[config.mk]
export PLATFORM = sky130hd
export DESIGN_NAME = perf_counter_sequencer
export DESIGN_NICKNAME = d
export VERILOG_FILES = /design/src/rtl/perf_counter_sequencer.sv
export SDC_FILE = /design/constraint.sdc
export NUM_CORES = 1
export LEC_CHECK = 0
export ABC_AREA = 1
export CAP_MARGIN = 10
export CORE_MARGIN = 4
export CORE_UTILIZATION = 30
export CTS_BUF_LIST = sky130_fd_sc_hd__clkbuf_8
export DETAILED_ROUTE_END_ITERATION = 10
export PLACE_DENSITY = 0.65
export SETUP_SLACK_MARGIN = 0.3
export SLEW_MARGIN = 20
export SYNTH_ARGS = -nofsm -noshare
export SYNTH_HDL_FRONTEND = slang
export SYNTH_SLANG_ARGS = --single-unit
export TNS_END_PERCENT = 5
[constraint.sdc]
create_clock -name clk -period 3.75 [get_ports clk]
set_input_delay 0.75 -clock clk [delete_from_list [all_inputs] [get_ports clk]]
set_output_delay 0.75 -clock clk [all_outputs]
set_load 0.02 [all_outputs]
[src/rtl/perf_counter_sequencer.sv]
// Sequences per-section go/stop commands, a global clear and counter snapshots
// onto a single Avalon-MM master port of the performance-counter block.
module perf_counter_sequencer #(
    parameter int READ_LATENCY = 1
) (
    input  logic        clk,
    input  logic        reset_n,
    input  logic [3:0]  req_go,
    input  logic [3:0]  req_stop,
    input  logic        req_clear,
    input  logic        snap_req,
    input  logic [1:0]  snap_sel,
    output logic [3:0]  m_address,
    output logic        m_write,
    output logic        m_begintransfer,
    output logic [31:0] m_writedata,
    input  logic [31:0] m_readdata,
    output logic        snap_busy,
    output logic        snap_valid,
    output logic [63:0] snap_time,
    output logic [31:0] snap_events,
    output logic [3:0]  ovr
);

    localparam logic [2:0] S_IDLE  = 3'd0;
    localparam logic [2:0] S_WR    = 3'd1;
    localparam logic [2:0] S_RD_LO = 3'd2;
    localparam logic [2:0] S_RD_HI = 3'd3;
    localparam logic [2:0] S_RD_EV = 3'd4;
    localparam logic [2:0] S_DONE  = 3'd5;

    // Pending command encoding; CMD_CLR only ever appears in wr_kind_q.
    localparam logic [1:0] CMD_NONE = 2'd0;
    localparam logic [1:0] CMD_GO   = 2'd1;
    localparam logic [1:0] CMD_STOP = 2'd2;
    localparam logic [1:0] CMD_CLR  = 2'd3;

    localparam logic [1:0] RD_LAST = 2'(READ_LATENCY);

    logic [2:0]       state_q, state_n;
    logic [3:0][1:0]  pend_q, pend_m, pend_n;
    logic [3:0]       ovr_q, ovr_m, ovr_n;
    logic             clr_q, clr_m, clr_n;
    logic             snap_q, snap_m, snap_n;
    logic [1:0]       snap_sec_q, snap_sec_m;
    logic [1:0]       wr_kind_q, wr_kind_n;
    logic [1:0]       wr_sec_q, wr_sec_n;
    logic [1:0]       rr_q, rr_n;
    logic [1:0]       cnt_q, cnt_n;
    logic [31:0]      time_lo_q, time_hi_q, events_q;
    logic             cap_lo, cap_hi, cap_ev;
    logic             busy;
    logic             found;
    logic [1:0]       gsec, idx;
    logic             snap_acc;

    assign busy = (state_q == S_RD_LO) || (state_q == S_RD_HI) ||
                  (state_q == S_RD_EV) || (state_q == S_DONE);

    // Request merge, round-robin arbitration and next-state logic. Incoming
    // pulses are merged before arbitration so an idle FSM serves them next cycle.
    always_comb begin
        pend_m = pend_q;
        ovr_m  = ovr_q;
        for (int s = 0; s < 4; s++) begin
            if (req_stop[s]) begin
                if (pend_q[s] == CMD_GO) ovr_m[s] = 1'b1;
                pend_m[s] = CMD_STOP;
            end else if (req_go[s]) begin
                if (pend_q[s] == CMD_STOP) ovr_m[s] = 1'b1;
                pend_m[s] = CMD_GO;
            end
        end
        clr_m      = clr_q | req_clear;
        snap_acc   = snap_req & ~snap_q & ~busy;
        snap_m     = snap_q | snap_acc;
        snap_sec_m = snap_acc ? snap_sel : snap_sec_q;

        found = 1'b0;
        gsec  = rr_q;
        idx   = rr_q;
        for (int i = 0; i < 4; i++) begin
            idx = rr_q + 2'(i);
            if (!found && pend_m[idx] != CMD_NONE) begin
                found = 1'b1;
                gsec  = idx;
            end
        end

        state_n   = state_q;
        pend_n    = pend_m;
        ovr_n     = ovr_m;
        clr_n     = clr_m;
        snap_n    = snap_m;
        wr_kind_n = wr_kind_q;
        wr_sec_n  = wr_sec_q;
        rr_n      = rr_q;
        cnt_n     = cnt_q;
        cap_lo    = 1'b0;
        cap_hi    = 1'b0;
        cap_ev    = 1'b0;

        case (state_q)
            S_IDLE: begin
                if (clr_m) begin
                    state_n   = S_WR;
                    wr_kind_n = CMD_CLR;
                    wr_sec_n  = 2'd0;
                    clr_n     = 1'b0;
                    pend_n    = '0;
                    ovr_n     = 4'd0;
                end else if (snap_m) begin
                    state_n = S_RD_LO;
                    cnt_n   = 2'd0;
                    snap_n  = 1'b0;
                end else if (found) begin
                    state_n      = S_WR;
                    wr_kind_n    = pend_m[gsec];
                    wr_sec_n     = gsec;
                    pend_n[gsec] = CMD_NONE;
                    rr_n         = gsec + 2'd1;
                end
            end
            S_WR: state_n = S_IDLE;
            S_RD_LO, S_RD_HI, S_RD_EV: begin
                if (cnt_q == RD_LAST) begin
                    cnt_n  = 2'd0;
                    cap_lo = (state_q == S_RD_LO);
                    cap_hi = (state_q == S_RD_HI);
                    cap_ev = (state_q == S_RD_EV);
                    state_n = (state_q == S_RD_LO) ? S_RD_HI :
                              (state_q == S_RD_HI) ? S_RD_EV : S_DONE;
                end else begin
                    cnt_n = cnt_q + 2'd1;
                end
            end
            S_DONE:  state_n = S_IDLE;
            default: state_n = S_IDLE;
        endcase
    end

    always_ff @(posedge clk or negedge reset_n) begin
        if (!reset_n) begin
            state_q    <= S_IDLE;
            pend_q     <= '0;
            ovr_q      <= 4'd0;
            clr_q      <= 1'b0;
            snap_q     <= 1'b0;
            snap_sec_q <= 2'd0;
            wr_kind_q  <= CMD_NONE;
            wr_sec_q   <= 2'd0;
            rr_q       <= 2'd0;
            cnt_q      <= 2'd0;
        end else begin
            state_q    <= state_n;
            pend_q     <= pend_n;
            ovr_q      <= ovr_n;
            clr_q      <= clr_n;
            snap_q     <= snap_n;
            snap_sec_q <= snap_sec_m;
            wr_kind_q  <= wr_kind_n;
            wr_sec_q   <= wr_sec_n;
            rr_q       <= rr_n;
            cnt_q      <= cnt_n;
        end
    end

    // Snapshot results hold until the matching word of the next snapshot lands.
    always_ff @(posedge clk or negedge reset_n) begin
        if (!reset_n) begin
            time_lo_q <= 32'd0;
            time_hi_q <= 32'd0;
            events_q  <= 32'd0;
        end else begin
            if (cap_lo) time_lo_q <= m_readdata;
            if (cap_hi) time_hi_q <= m_readdata;
            if (cap_ev) events_q  <= m_readdata;
        end
    end

    always_comb begin
        m_address       = 4'd0;
        m_write         = 1'b0;
        m_begintransfer = 1'b0;
        m_writedata     = 32'd0;
        case (state_q)
            S_WR: begin
                m_write         = 1'b1;
                m_begintransfer = 1'b1;
                case (wr_kind_q)
                    CMD_CLR:  m_writedata = 32'd1;
                    CMD_STOP: m_address   = {wr_sec_q, 2'b00};
                    CMD_GO:   m_address   = {wr_sec_q, 2'b01};
                    default:  m_address   = 4'd0;
                endcase
            end
            S_RD_LO: m_address = {snap_sec_q, 2'b00};
            S_RD_HI: m_address = {snap_sec_q, 2'b01};
            S_RD_EV: m_address = {snap_sec_q, 2'b10};
            default: m_address = 4'd0;
        endcase
    end

    assign snap_busy   = busy;
    assign snap_valid  = (state_q == S_DONE);
    assign snap_time   = {time_hi_q, time_lo_q};
    assign snap_events = events_q;
    assign ovr         = ovr_q;

endmodule

# Word-level counts from Yosys, hierarchy flattened

Index checks and enable logic that the tools add are counted.

Register bits after elaboration: 123
Output and inout bits: 140

Muxes and demuxes: 80
Equal/unequal tests: 22
$lt $le $gt $ge: 6
Reductions and logical operators: 22
Add/subtract/negate cells: 5
Bitwise operators: 10

Operators by type and width:

| cell                | count |
|---|---|
| $mux 2              | 26 |
| $mux 1              | 33 |
| $mux 8              | 4 |
| $bmux 2 s2          | 5 |
| $pmux 4 s4          | 1 |
| $lt 2x3->1 const B  | 5 |
| $mux 3              | 5 |
| $eq 2x1->1 const B  | 6 |
| $eq 2x2->1 const B  | 6 |
| $reduce_bool 2->1   | 6 |
| $and 8x8->8         | 1 |
| $mux 4              | 2 |
| $ne 2x2->1 const B  | 4 |
| $not 8->8           | 1 |
| $pmux 4 s2          | 1 |
| $add 2x1->2 const B | 3 |
| $eq 3x2->1 const B  | 2 |
| $eq 3x3->1 const B  | 2 |
| $pmux 3 s2          | 1 |
| $reduce_and 3->1    | 2 |
| $add 2x2->2 const B | 2 |
| $demux 2 s2         | 1 |
| $logic_and 1x1->1   | 4 |
| $ne 4x4->1 const B  | 1 |
| other kinds (12)    | 21 |

# Depth between registers and ports, before layout

Gate-level depths: netlist (run 1).

Depth in word-level cells: 25
Depth in mapped cells: 19

# Worst setup path after synthesis (run 1)

OpenSTA, ideal clock, no wires.

Path kind: input -> register
Start point: in req_go[2]
End point: reg rr_q[1]
Path buffers: 0
Data required time: 3,623 ps
Stages: 14
Slack: 1,523 ps
Arrival time: 2,100 ps
Path through: inv_1 -> a21oi_1 -> nand2_1 -> nand2_1 -> nand2_1 -> nand2_2 -> nand2_2 -> nor2_4 -> nand3_2 -> nand2_4 -> inv_1 -> ha_1 -> nand2_1 -> o21ai_0

Longest elaborated chain between the ends: 16
Elaborated cells on any way between the ends: 29
Those cells by class: add/sub: 1; mux: 17; reduce/logical: 11

Ends and longest elaborated chain:

| element                                                | line | RTL |
|---|---|---|
| start: declaration                                     | 8    | `input logic [3:0] req_go,` |
| $mux 2 (*)                                             | 69   | `end else if (req_go[s]) begin` |
| $mux 2 (*)                                             | 66   | `if (req_stop[s]) begin` |
| $bmux 2 s2                                             | 84   | `if (!found && pend_m[idx] != CMD_NONE) begin` |
| $mux 2 (implied by the code)                           | 84   |  |
| $reduce_bool 2->1                                      | 84   |  |
| $mux 1                                                 | 84   |  |
| $logic_not 1->1                                        | 84   |  |
| $logic_and 1x1->1                                      | 84   |  |
| $mux 1                                                 | 84   |  |
| $logic_not 1->1                                        | 84   |  |
| $logic_and 1x1->1                                      | 84   |  |
| $mux 1                                                 | 84   |  |
| $logic_not 1->1                                        | 84   |  |
| $logic_and 1x1->1                                      | 84   |  |
| $mux 2 / $mux 1 (equally long branches)                | 84   |  |
| $add 2x1->2 / $reduce_and 4->1 (equally long branches) | n/a  |  |
| end signal: assignment                                 | 163  | `rr_q <= rr_n;` |
| end: declaration                                       | 48   | `logic [1:0] rr_q, rr_n;` |

Mark *: on every way between the ends. The rest lies on a longest branch, timed or not. The select of a mux whose other input is x is not followed.
A chain may end at the register's enable or synchronous reset.

# Final worst setup path (run 1)

Start point: reg state_q[2]
End point: out m_address[2]

Longest elaborated chain between the ends: 2
Elaborated cells on any way between the ends: 5
Those cells by class: eq/ne: 4; mux: 1

Ends and longest elaborated chain:

| element                                  | line | RTL |
|---|---|---|
| start: declaration                       | 40   | `logic [2:0] state_q, state_n;` |
| start signal: assignment                 | 155  | `state_q <= state_n;` |
| $eq 3x3->1, or another cell as far along | 186  | `case (state_q)` |
| $pmux 4 s4 (*)                           | 186  |  |
| end: declaration                         | 13   | `output logic [3:0] m_address,` |

Mark *: on every way between the ends. The rest lies on a longest branch, timed or not.

==> metrics list, run 1 <==
- The first global-routing pass estimated ~23,000 um of wire.
* DRC errors left: 0
* Layout cells sized above 1: 0.08075
- The clock passes through at most 2 buffers.
- Max-cap violations in this run came to 0.
- Most Crowded Layer GR: met2
- The design draws 7.173 mW.
* Maximum fanout along the worst path: 6
- Mapped Avg Cell Area: 8.682 sq um
- Relative max-transition margin: 0.4418
- The number of gates resized after CTS was 0.
- In this run the cell area of the synthesized design comes to about 0.0055 sq mm.
- Highest clock frequency the design can meet: 0.3307 GHz
- Across all register-to-register paths, the minimum setup slack is 1.52 ns.
- Class of the tightest hold or removal check: in2async
- For the pin with the worst max-slew slack, the measured transition is 0.8343 ns.
* Count of antenna diodes in the layout: 0
- Number of primary I/O pins: roughly 190
* Synth top area cells: sky130_fd_sc_hd__dfrtp_1, sky130_fd_sc_hd__nand2_1, sky130_fd_sc_hd__o21ai_0, sky130_fd_sc_hd__inv_1, sky130_fd_sc_hd__buf_4
- Detailed placement ended at an HPWL of between 10,000 and 15,000 um.
- Die area: just over 0.02 sq mm
- CTS Hold Buffers Added: 0
* Path type of the worst setup path: reg2out
* Launch point of the worst path: state_q[2]
- Total count of max-transition violations in the final report: 0
- For met1 alone, demand over resource in global routing was 0.1716.
- Final net count: between 800 and 900
- Setup repair after global routing left no endpoint under its margin.
- The Yosys step of the flow raised 0 warnings.
* Number of nets with antenna violations after detailed routing: 0
- CTS built an H-tree with a depth of 4.
* First-pass iteration count of the detailed router: 4
- At the end of routability-driven placement, the weighted congestion stood at 0.9181.
* Global-route total usage across every layer: 0.1403
* Setup clock skew after layout: between 0.007 and 0.008 ns
* Critical Path End Type: primary output
- The number of global-route vias before repair came to ~4,500.
- The total overflow left after global routing is 0.
* Worst-Skew Late Latency: around 0.43 ns
- In the final timing run, aggregate negative setup slack is 0 ns.
- For met2 alone, demand over resource in global routing was 0.2166.
- Clock buffer count from CTS: 17
* Leak: roughly 3.7 nW
- Power per Cell Area: approximately 940 mW/mm^2
- Die extent in x: 143.7 um
- After clock tree synthesis, the clock-pin slew on the worst setup and hold paths is 0.08 ns.
* Top-area cell type share of the netlist area: 0.5574
- Master cell of the clock root buffer: sky130_fd_sc_hd__clkbuf_8
- After detailed routing, the average wire length per cell comes to around 14 um.
- Reg2reg start: rr_q[0]
- Compared with the post-synthesis result, the final layout area differs by 37.59%.
- The endpoint identified for the worst register-to-register timing path is pend_q[3].
- Fin crit share: 0.8064
* Via/cell ratio: about 4.3
* Number of sinks handled by clock tree synthesis: 123
- Count of mapped cells out of synthesis: approximately 640
- The run finished with clean final reports.
* R2R depth: 17
* WP data required: about 3.0 ns
- Measured along the y axis, the die boundary spans approximately 140 um.
- TritonCTS built the clock tree.
- Entering global routing, the biggest net connects 65 pins.
* Vias post-DR: 4,448
* Final setup violation count: 0
- Counting I/O delays and the setup requirement, the final critical path takes around 3.0 ns.
- For this run, global-route usage on met3 was measured as 0.07421.
* Worst-case vdd ir drop: 521.1 uV
* Register area share after synthesis: 0.5574
- The floorplan has 49 rows.
* Post-CTS setup buffer count: 0
* Number of synthesized register bits: roughly 120
* Hold violation count in the final report: 0
* Initial core utilization: 0.3063
* Final wirelength: between 10,000 and 15,000 um
- Number of distinct library cells after synthesis: 33
* Startpoint Class: flip-flop
- IO Port Bufs: approximately 150
- The first routing iteration left ~150 violations.
- Of all cell types, the one taking the most synthesized area is sky130_fd_sc_hd__dfrtp_1.
- The number of antenna violations at the first check in global routing came to 0.
- The floorplan step defined a core boundary enclosing between 0.015 and 0.02 sq mm.
* Arrival time at the worst endpoint: approximately 2.3 ns
cell families after synthesis:
group / Yosys count / synth area share
AO/OA/AOI/OAI: 121 / 0.1135
XOR/XNOR: 1 / 0.002947
adder cells (fa/ha/maj): 7 / 0.01586
buffers and inverters: 123 / 0.1072
flip-flops: 123 / 0.5574
other: 1 / 0.0006792
AND/OR/NAND/NOR: 260 / 0.2024
cells in the final DEF (no fill, tap or decap), types with 2 or more instances in the layout:
master                            count
sky130_fd_sc_hd__buf_4                5
sky130_fd_sc_hd__o21ai_0            104
sky130_fd_sc_hd__nand3b_1             2
sky130_fd_sc_hd__bufinv_16            2
sky130_fd_sc_hd__nor2_1              33
sky130_fd_sc_hd__clkdlybuf4s50_1    153
sky130_fd_sc_hd__ha_1                 7
sky130_fd_sc_hd__clkbuf_8            18
sky130_fd_sc_hd__nand4_1              3
sky130_fd_sc_hd__dfrtp_1            123
sky130_fd_sc_hd__inv_1               66
sky130_fd_sc_hd__a21oi_1              5
sky130_fd_sc_hd__nor3_1               5
sky130_fd_sc_hd__nor2_4               4
sky130_fd_sc_hd__nor2_2               3
sky130_fd_sc_hd__nand2_4              3
sky130_fd_sc_hd__inv_2                6
sky130_fd_sc_hd__clkinvlp_4           4
sky130_fd_sc_hd__a311oi_1             3
sky130_fd_sc_hd__nor3_2               2
sky130_fd_sc_hd__conb_1              31
sky130_fd_sc_hd__nand3_1             18
sky130_fd_sc_hd__o21ai_1              5
sky130_fd_sc_hd__nand2_1            178
sky130_fd_sc_hd__nand2_2              5
sky130_fd_sc_hd__clkinv_4             5
layout make-up:
| cell class | instances | area [sq um] |
|---|---|---|
| multi-input cells | 420 | 1977 |
| inverters | 72 | 272.8 |
| well taps | 229 | 286.5 |
| repair buffers | 159 | 1589 |
| flip-flops and latches | 123 | 3078 |
| clock buffers | 18 | 247.7 |
| clock inverters | 13 | 146.4 |
| fillers | 1803 | 10430 |
cell usage after synthesis (all sizes together):
cell and instances:
nand3b 2, dfrtp 123, clkbuf 18, o31ai 1, ha 7, nand3 19, a311oi 3, a21oi 5
or2 1, nand4 3, o21ai 110, xnor2 1, o21a 1, nor3b 1, buf 33, a31oi 1
inv 72, conb 1, nor2 40, nand2 186, nor3 8
stage by stage:
stage | hold WS (ns) | std cells | utilization | setup slack, ns | area, sq um
after global placement | 0.4593 | 1003 | 0.3993 | 0.8029 | 7198
after floorplan | 0.4422 | 666 | - | 1.523 | 5634
after global routing | 0.2790 | 1034 | 0.4215 | 0.5928 | 7597
after detailed placement | 0.4595 | 1003 | 0.3993 | 0.7824 | 7198
after CTS | 0.2582 | 1034 | 0.4212 | 0.6898 | 7592
final | 0.2839 | 1034 | 0.4215 | 0.7259 | 7597
per-layer routing:
metal,wire [um],up-vias
met5,0,-
met4,166,0
met3,1373,14
met2,6429,122
met1,6064,2057
li1,-,2255
flip-flops by register name (all words and copies together) (netlist names):
register     cells
cnt_q            2
snap_sec_q       2
snap_events     32
rr_q             2
time_lo_q       32
state_q          3
wr_kind_q        2
snap_q           1
time_hi_q       32
pend_q           8
ovr              4
clr_q            1
wr_sec_q         2
worst max-delay path, stage by stage (launching register included):
cell and delay [ns]:
sky130_fd_sc_hd__dfrtp_1 0.45, sky130_fd_sc_hd__inv_2 0.14, sky130_fd_sc_hd__nand2_1 0.08, sky130_fd_sc_hd__nor2_1 0.27
sky130_fd_sc_hd__nand4_1 0.19, sky130_fd_sc_hd__nand2_1 0.12, sky130_fd_sc_hd__clkdlybuf4s50_1 0.60
how the worst max path moves through the flow:
stage / to / slack, ns / cells past startpoint
2_1_floorplan: rr_q[1] / 1.52 / 14
3_3_place_gp: pend_q[3] / 0.80 / 18
3_5_place_dp: rr_q[1] / 0.78 / 15
4_1_cts: m_address[2] / 0.69 / 6
5_1_grt: m_address[2] / 0.59 / 6
6_report: m_address[2] / 0.73 / 6
power by group:
part / internal [mW] / leakage [nW] / switching [mW] / total, mW
logic: 1.56 / 2.13 / 2.07 / 3.63
registers: 1.98 / 1.42 / 0.405 / 2.38
clock network: 0.608 / 0.189 / 0.557 / 1.16
total: 4.14 / 3.74 / 3.04 / 7.17
(Power assumes the default switching activity.)
==> run 2, diff against run 1 <==
clock period = 2.9 ns   (was 3.75 ns; I/O delays follow)
==> run 2 against run 1 <==
  * Register-to-register slack got worse by 0.86 ns
  * Sequential power is 29% higher
  * Clock power rose by 39%
  * Via count is 1.0% higher
==> metrics list, run 2 (synthesis gave the netlist of run 1 again) <==
- Compared with the post-synthesis result, the final layout area differs by 38.52%.
- GR met1 Demand/Resource: 0.1785
- TritonCTS built the clock tree.
* IO Port Bufs: between 150 and 200
- The tree built by TritonCTS fans out to 123 sinks.
* Via/cell ratio: 4.320
- WP data required: around 2.3 ns
* Power per Cell Area: roughly 1200 mW/mm^2
- The congestion estimate from routability-driven global placement came to 0.9141.
* Leak: around 3.8 nW
- Path type of the worst setup path: reg2out
- First-pass GRT wire length: about 23,000 um
- Arrival time at the worst endpoint: 2.09 ns
- In the final layout, the share of cells above drive strength 1 is 0.09001.
* Most frequent cell on the critical path: sky130_fd_sc_hd__nor2_4
- Critical Path End Type: primary output
- Final wirelength: 14,270 um
* Setup TNS: 0 ns
- The library cells used most frequently in the layout, excluding fill and tap cells, are sky130_fd_sc_hd__nand2_1, sky130_fd_sc_hd__clkdlybuf4s50_1, sky130_fd_sc_hd__dfrtp_1.
- Summed over all nets, the half-perimeter wirelength after detailed placement is about 10,000 um.
- Startpoint Class: flip-flop
* Fin crit share: 0.9200
- The net count of the finished layout is 851.
- Relative max-transition margin: 0.5590
- Chip Height: 143.7 um
- Highest clock frequency the design can meet: approximately 0.37 GHz
* Final setup violation count: 0
- Initial core utilization: 0.3063
* CTS Hold Buffers Added: 0
* Master cell of the clock root buffer: sky130_fd_sc_hd__clkbuf_8
- Crit path largest cell delay: about 0.64 ns
* DRC errors left: 0
- Number of nets with antenna violations after detailed routing: 0
* First-pass iteration count of the detailed router: 4
- Clock tree buffer depth: 2
* Slowest CP cell: sky130_fd_sc_hd__clkdlybuf4s50_1
- Placeable core region: approximately 0.018 sq mm
- The floorplan has 49 rows.
- Die extent in x: around 140 um
- Most Crowded Layer GR: met2
- Total power for the finished layout comes to 9.396 mW.
- The floorplan step defined a die boundary enclosing ~0.021 sq mm.
* Clock buffer count from CTS: 17
- Total count of max-transition violations in the final report: 0
- Maximum fanout along the worst path: 6
* Unrepaired setup endpoints after global routing: true
* Max cap viols: 0
* Clock slew at reported path FFs: approximately 0.090 ns
* Count of antenna diodes in the layout: 0
- Violation count after the first detailed-route iteration: 168
- The worst hold path belongs to the class in2async.
* Routed wire per std cell: roughly 14 um
- Entering global routing, the biggest net connects 65 pins.
* Grt ovf: 0
- Vias in the first global route: 4,405
- The clock period could shrink to approximately 2.7 ns.
* Met3 track utilization from global routing: 0.06423
- Worst-Skew Late Latency: 0.45 ns
* Met2 Resource Use GR: 0.2129
- Across every metal layer, demand over resource in global routing totals 0.1423.
* Number of primary I/O pins: 186
- Vias post-DR: ~4,500
* Most common cell after layout, fill and taps aside: sky130_fd_sc_hd__nand2_1
- Hold violation count in the final report: 0
* CTS H-tree lvls: 4
* Crit-path cells: nor2_1, inv_2, nor2_4, nor2_4, o21ai_2, clkdlybuf4s50_1
* Utilization of the core after routing: 0.4243
- Setup clock skew after layout: about 0.02 ns
- IR analysis of the VDD net gives a maximum drop of a little over 500 uV.
- At the pin with the least slew margin, the transition time is ~0.66 ns.
- Initial antenna violation count: 0
- The run finished with clean final reports.
[run 2: worst max-delay path, delay by kind of cell, from the launching register on]
kind,cells,cell delay [ns]
buffers and inverters,2,0.71
DFF,1,0.43
and+or+nand+nor,3,0.41
AOI/OAI and AO/OA,1,0.10
[run 2: final timing paths]
| check | from | end | slack (ns) | depth (start not counted) |
|---|---|---|---|---|
| max in group asynchronous | reset_n | pend_q[2] | 2.03 | 2 |
| max | state_q[0] | snap_busy | 0.23 | 6 |
| min in group clk | snap_sec_q[0] | snap_sec_q[0] | 0.48 | 2 |
| min | reset_n | snap_events[16] | 0.15 | 1 |
| min reg2reg | snap_sec_q[0] | snap_sec_q[0] | 0.48 | 2 |
| max reg2reg | rr_q[0] | pend_q[1] | 0.66 | 17 |
[run 2: metal layers]
layer | routed length (um) | vias to the layer above
met5 | 0 | -
met4 | 218 | 0
met3 | 1434 | 17
met2 | 6329 | 160
met1 | 6287 | 2047
li1 | - | 2269
[run 2: stage by stage]
step | hold WS [ns] | area [sq um] | instances | setup WS, ns
3_3_place_gp | 0.4621 | 7236 | 1008 | 0.1680
5_1_grt | 0.1673 | 7649 | 1040 | 0.09935
6_report | 0.1455 | 7649 | 1040 | 0.2321
3_5_place_dp | 0.4644 | 7236 | 1008 | 0.09132
2_1_floorplan | 0.2844 | 5634 | 666 | 0.8426
4_1_cts | 0.1499 | 7646 | 1040 | 0.1179
[run 2: cell type report]
class                      instances  area [sq um]
multi-input combinational        420          1974
clock inverter                    15         175.2
timing repair buffer             164          1628
fill                            1783         10380
sequential                       123          3078
inverter                          72         272.8
clock buffer                      17         234.0
tap                              229         286.5
[run 2: what timing repair did]
action	CTS	global route
buffers inserted	0	0
setup endpoints to repair	6	8
gates resized for setup	2	1
pin swaps	0	0
[run 2: report_power, final]
| part | switching (mW) | internal [mW] |
|---|---|---|
| clock network | 0.812 | 0.796 |
| logic | 2.68 | 2.03 |
| registers | 0.527 | 2.55 |
==> run 3, diff against run 2 <==
CORE_UTILIZATION = 40   (was 30)
PLACE_DENSITY = 0.8   (was 0.65)
==> run 3 against run 2 <==
  * Combinational power about the same
  * Clock-buffer cell count is 2 higher
  * Flip-flop and latch count unchanged
  * Clock power up 6%
  * Critical path type unchanged
  * Largest power group unchanged
==> metrics list, run 3 (synthesis gave the netlist of run 1 again) <==
* Most common cell after layout, fill and taps aside: sky130_fd_sc_hd__nand2_1
- Violation count after the first detailed-route iteration: ~300
- The flow ran to the end, and the final reports show no timing, DRC or antenna violations.
- Setup clock skew after layout: approximately 0.0072 ns
* HPWL reported at the end of detailed placement: around 9800 um
- Prior to clock tree synthesis, the placed netlist has a worst setup slack of between 0.09 and 0.1 ns.
- Leak: roughly 3.8 nW
- In this run the remaining antenna-violating nets after routing total 0.
- The total count of max-transition violations in the final report is 0.
- 0 antenna diodes ended up in the layout.
- FILL cells: 1,175
- Relative max-transition margin: 0.5945
- The clock passes through at most 2 buffers.
- Layout cells sized above 1: 0.08900
* Highest-count cells in the layout ignoring fill and taps: sky130_fd_sc_hd__nand2_1, sky130_fd_sc_hd__clkdlybuf4s50_1, sky130_fd_sc_hd__dfrtp_1
- Number of primary I/O pins: ~190
- First-pass iteration count of the detailed router: 4
- Input and output buffers added on the ports amount to 154.
* Number of sinks handled by clock tree synthesis: between 100 and 150
- The floorplan step defined a die boundary enclosing approximately 0.016 sq mm.
* Area added between synthesis and finish: 37.84%
- Setup repair after global routing could not meet its margin everywhere.
- Highest clock frequency the design can meet: approximately 0.38 GHz
* DRC errors left: 0
- Data on the critical path is required at its endpoint by around 2.3 ns.
* Fin crit share: 0.9146
- STA classifies the critical path startpoint as a flip-flop.
- The initial utilization of the core area, before any placement, comes to 0.4120.
* Critical Path End Type: primary output
- Once routing completed, OpenROAD measured the worst setup slack at approximately 0.25 ns.
- TritonCTS built the clock tree.
- In this run the horizontal extent of the chip is roughly 130 um.
- The first global-routing pass estimated roughly 23,000 um of wire.
- The detailed router placed 4,492 vias in this run.
- Global-route total usage across every layer: 0.1802
- The final number of hold-violating endpoints was 0.
* Master cell of the clock root buffer: sky130_fd_sc_hd__clkbuf_8
- Post-CTS setup buffer count: 0
- Buffers inserted to repair hold after CTS numbered 0.
- Dividing total power by cell area gives a power density of ~1300 mW/mm^2.
- Worst-Skew Late Latency: between 0.4 and 0.5 ns
* Vias in the first global route: around 4,500
- Pin count of the biggest net entering global routing: between 60 and 70
- R2R Setup Slk: between 0.6 and 0.7 ns
- Placed standard-cell area: 0.007154 sq mm
* Placement Rows: 42
* Clock slew at reported path FFs: approximately 0.080 ns
* Finished layout cell area: between 0.007 and 0.008 sq mm
- Max cap viols: 0
* Maximum fanout along the worst path: 6
- Final setup violation count: 0
- Hold timing on the final database bottoms out at a slack of ~0.11 ns.
- After detailed routing, the total wire length is 13,760 um.
* Weighted congestion at the end of routability-driven global placement: roughly 0.86
* Via/cell ratio: approximately 4.6
- Final net count: around 850
- R2R depth: 15
- Setup TNS: 0 ns
- The H-tree was split into 4 levels.
* Final critical delay including setup and external delays: 2.652 ns
- The number of antenna violations at the first check in global routing was 0.
* Clock buffer count from CTS: 17
- At the worst endpoint, the arrival time is slightly above 2 ns.
- Worst-case vdd ir drop: just over 700 uV
- In this run the worst hold path is classified as in2async.
- The floorplan step set the die height to 125.5 um.
- The total overflow left after global routing is 0.
* Path type of the worst setup path: reg2out
- Slew @ Worst Pin: ~0.61 ns
- In the final routed layout, each cell accounts on average for roughly 14 um.
* Placeable core region: between 0.01 and 0.015 sq mm
run 3: cell types whose count changed in the layout (fill, tap and decap cells not counted):
cell	change
sky130_fd_sc_hd__inv_6	-4
sky130_fd_sc_hd__bufinv_16	+2
sky130_fd_sc_hd__clkinv_4	-1
sky130_fd_sc_hd__clkinv_2	+1
sky130_fd_sc_hd__buf_4	-2
sky130_fd_sc_hd__inv_8	-2
sky130_fd_sc_hd__clkinvlp_4	+2
sky130_fd_sc_hd__nor2_1	-1
sky130_fd_sc_hd__clkbuf_8	+2
sky130_fd_sc_hd__nor2_2	+1
run 3: through the flow:
| stage | instances | utilization | total power, mW |
|---|---|---|---|
| after CTS | 985 | 0.5676 | 9.619 |
| after detailed placement | 953 | 0.5339 | 7.856 |
| after global routing | 985 | 0.5680 | 10.21 |
| after global placement | 953 | 0.5339 | 7.747 |
| final | 985 | 0.5680 | 9.527 |
| after floorplan | 666 | - | 5.717 |
run 3: power by group:
group	total (mW)	internal, mW	switching (mW)
logic	4.73	2.02	2.71
registers	3.10	2.56	0.543
clock network	1.70	0.990	0.708
total	9.53	5.57	3.96
run 3: per-layer routing:
metal | track usage | part of all wire
met1 | 0.2174 | 0.42
met2 | 0.2876 | 0.48
met3 | 0.07804 | 0.084
met4 | 0.06633 | 0.020
met5 | 0 | 0
run 3: timing repair:
item                                    in CTS  in global routing
pin swaps                                    0                  0
endpoints found under the setup margin       5                  8
resized for setup                            2                  2
run 3: cell type report:
type	instances	area (sq um)	area share
Sequential cell	123	3078	0.4044
Multi-Input combinational cell	420	1977	0.2597
Tap cell	176	220.2	0.02893
Clock buffer	19	261.5	0.03436
Timing Repair Buffer	162	1613	0.2119
Clock inverter	13	188.9	0.02482
Inverter	72	272.8	0.03584
run 3: final timing paths:
path                                 end           from
hold / removal             time_lo_q[23]        reset_n
hold reg to reg            snap_sec_q[0]  snap_sec_q[0]
setup reg to reg               pend_q[3]        rr_q[0]
max in group asynchronous   time_lo_q[8]        reset_n
min in group clk           snap_sec_q[0]  snap_sec_q[0]
setup / recovery               snap_busy     state_q[0]
run 3: worst max-delay path, stage by stage, from the launching register on:
cell,delay (ns)
sky130_fd_sc_hd__dfrtp_1,0.43
sky130_fd_sc_hd__nor2_2,0.17
sky130_fd_sc_hd__inv_2,0.07
sky130_fd_sc_hd__nor2_4,0.16
sky130_fd_sc_hd__nor2_4,0.08
sky130_fd_sc_hd__o21ai_2,0.10
sky130_fd_sc_hd__clkdlybuf4s50_1,0.63
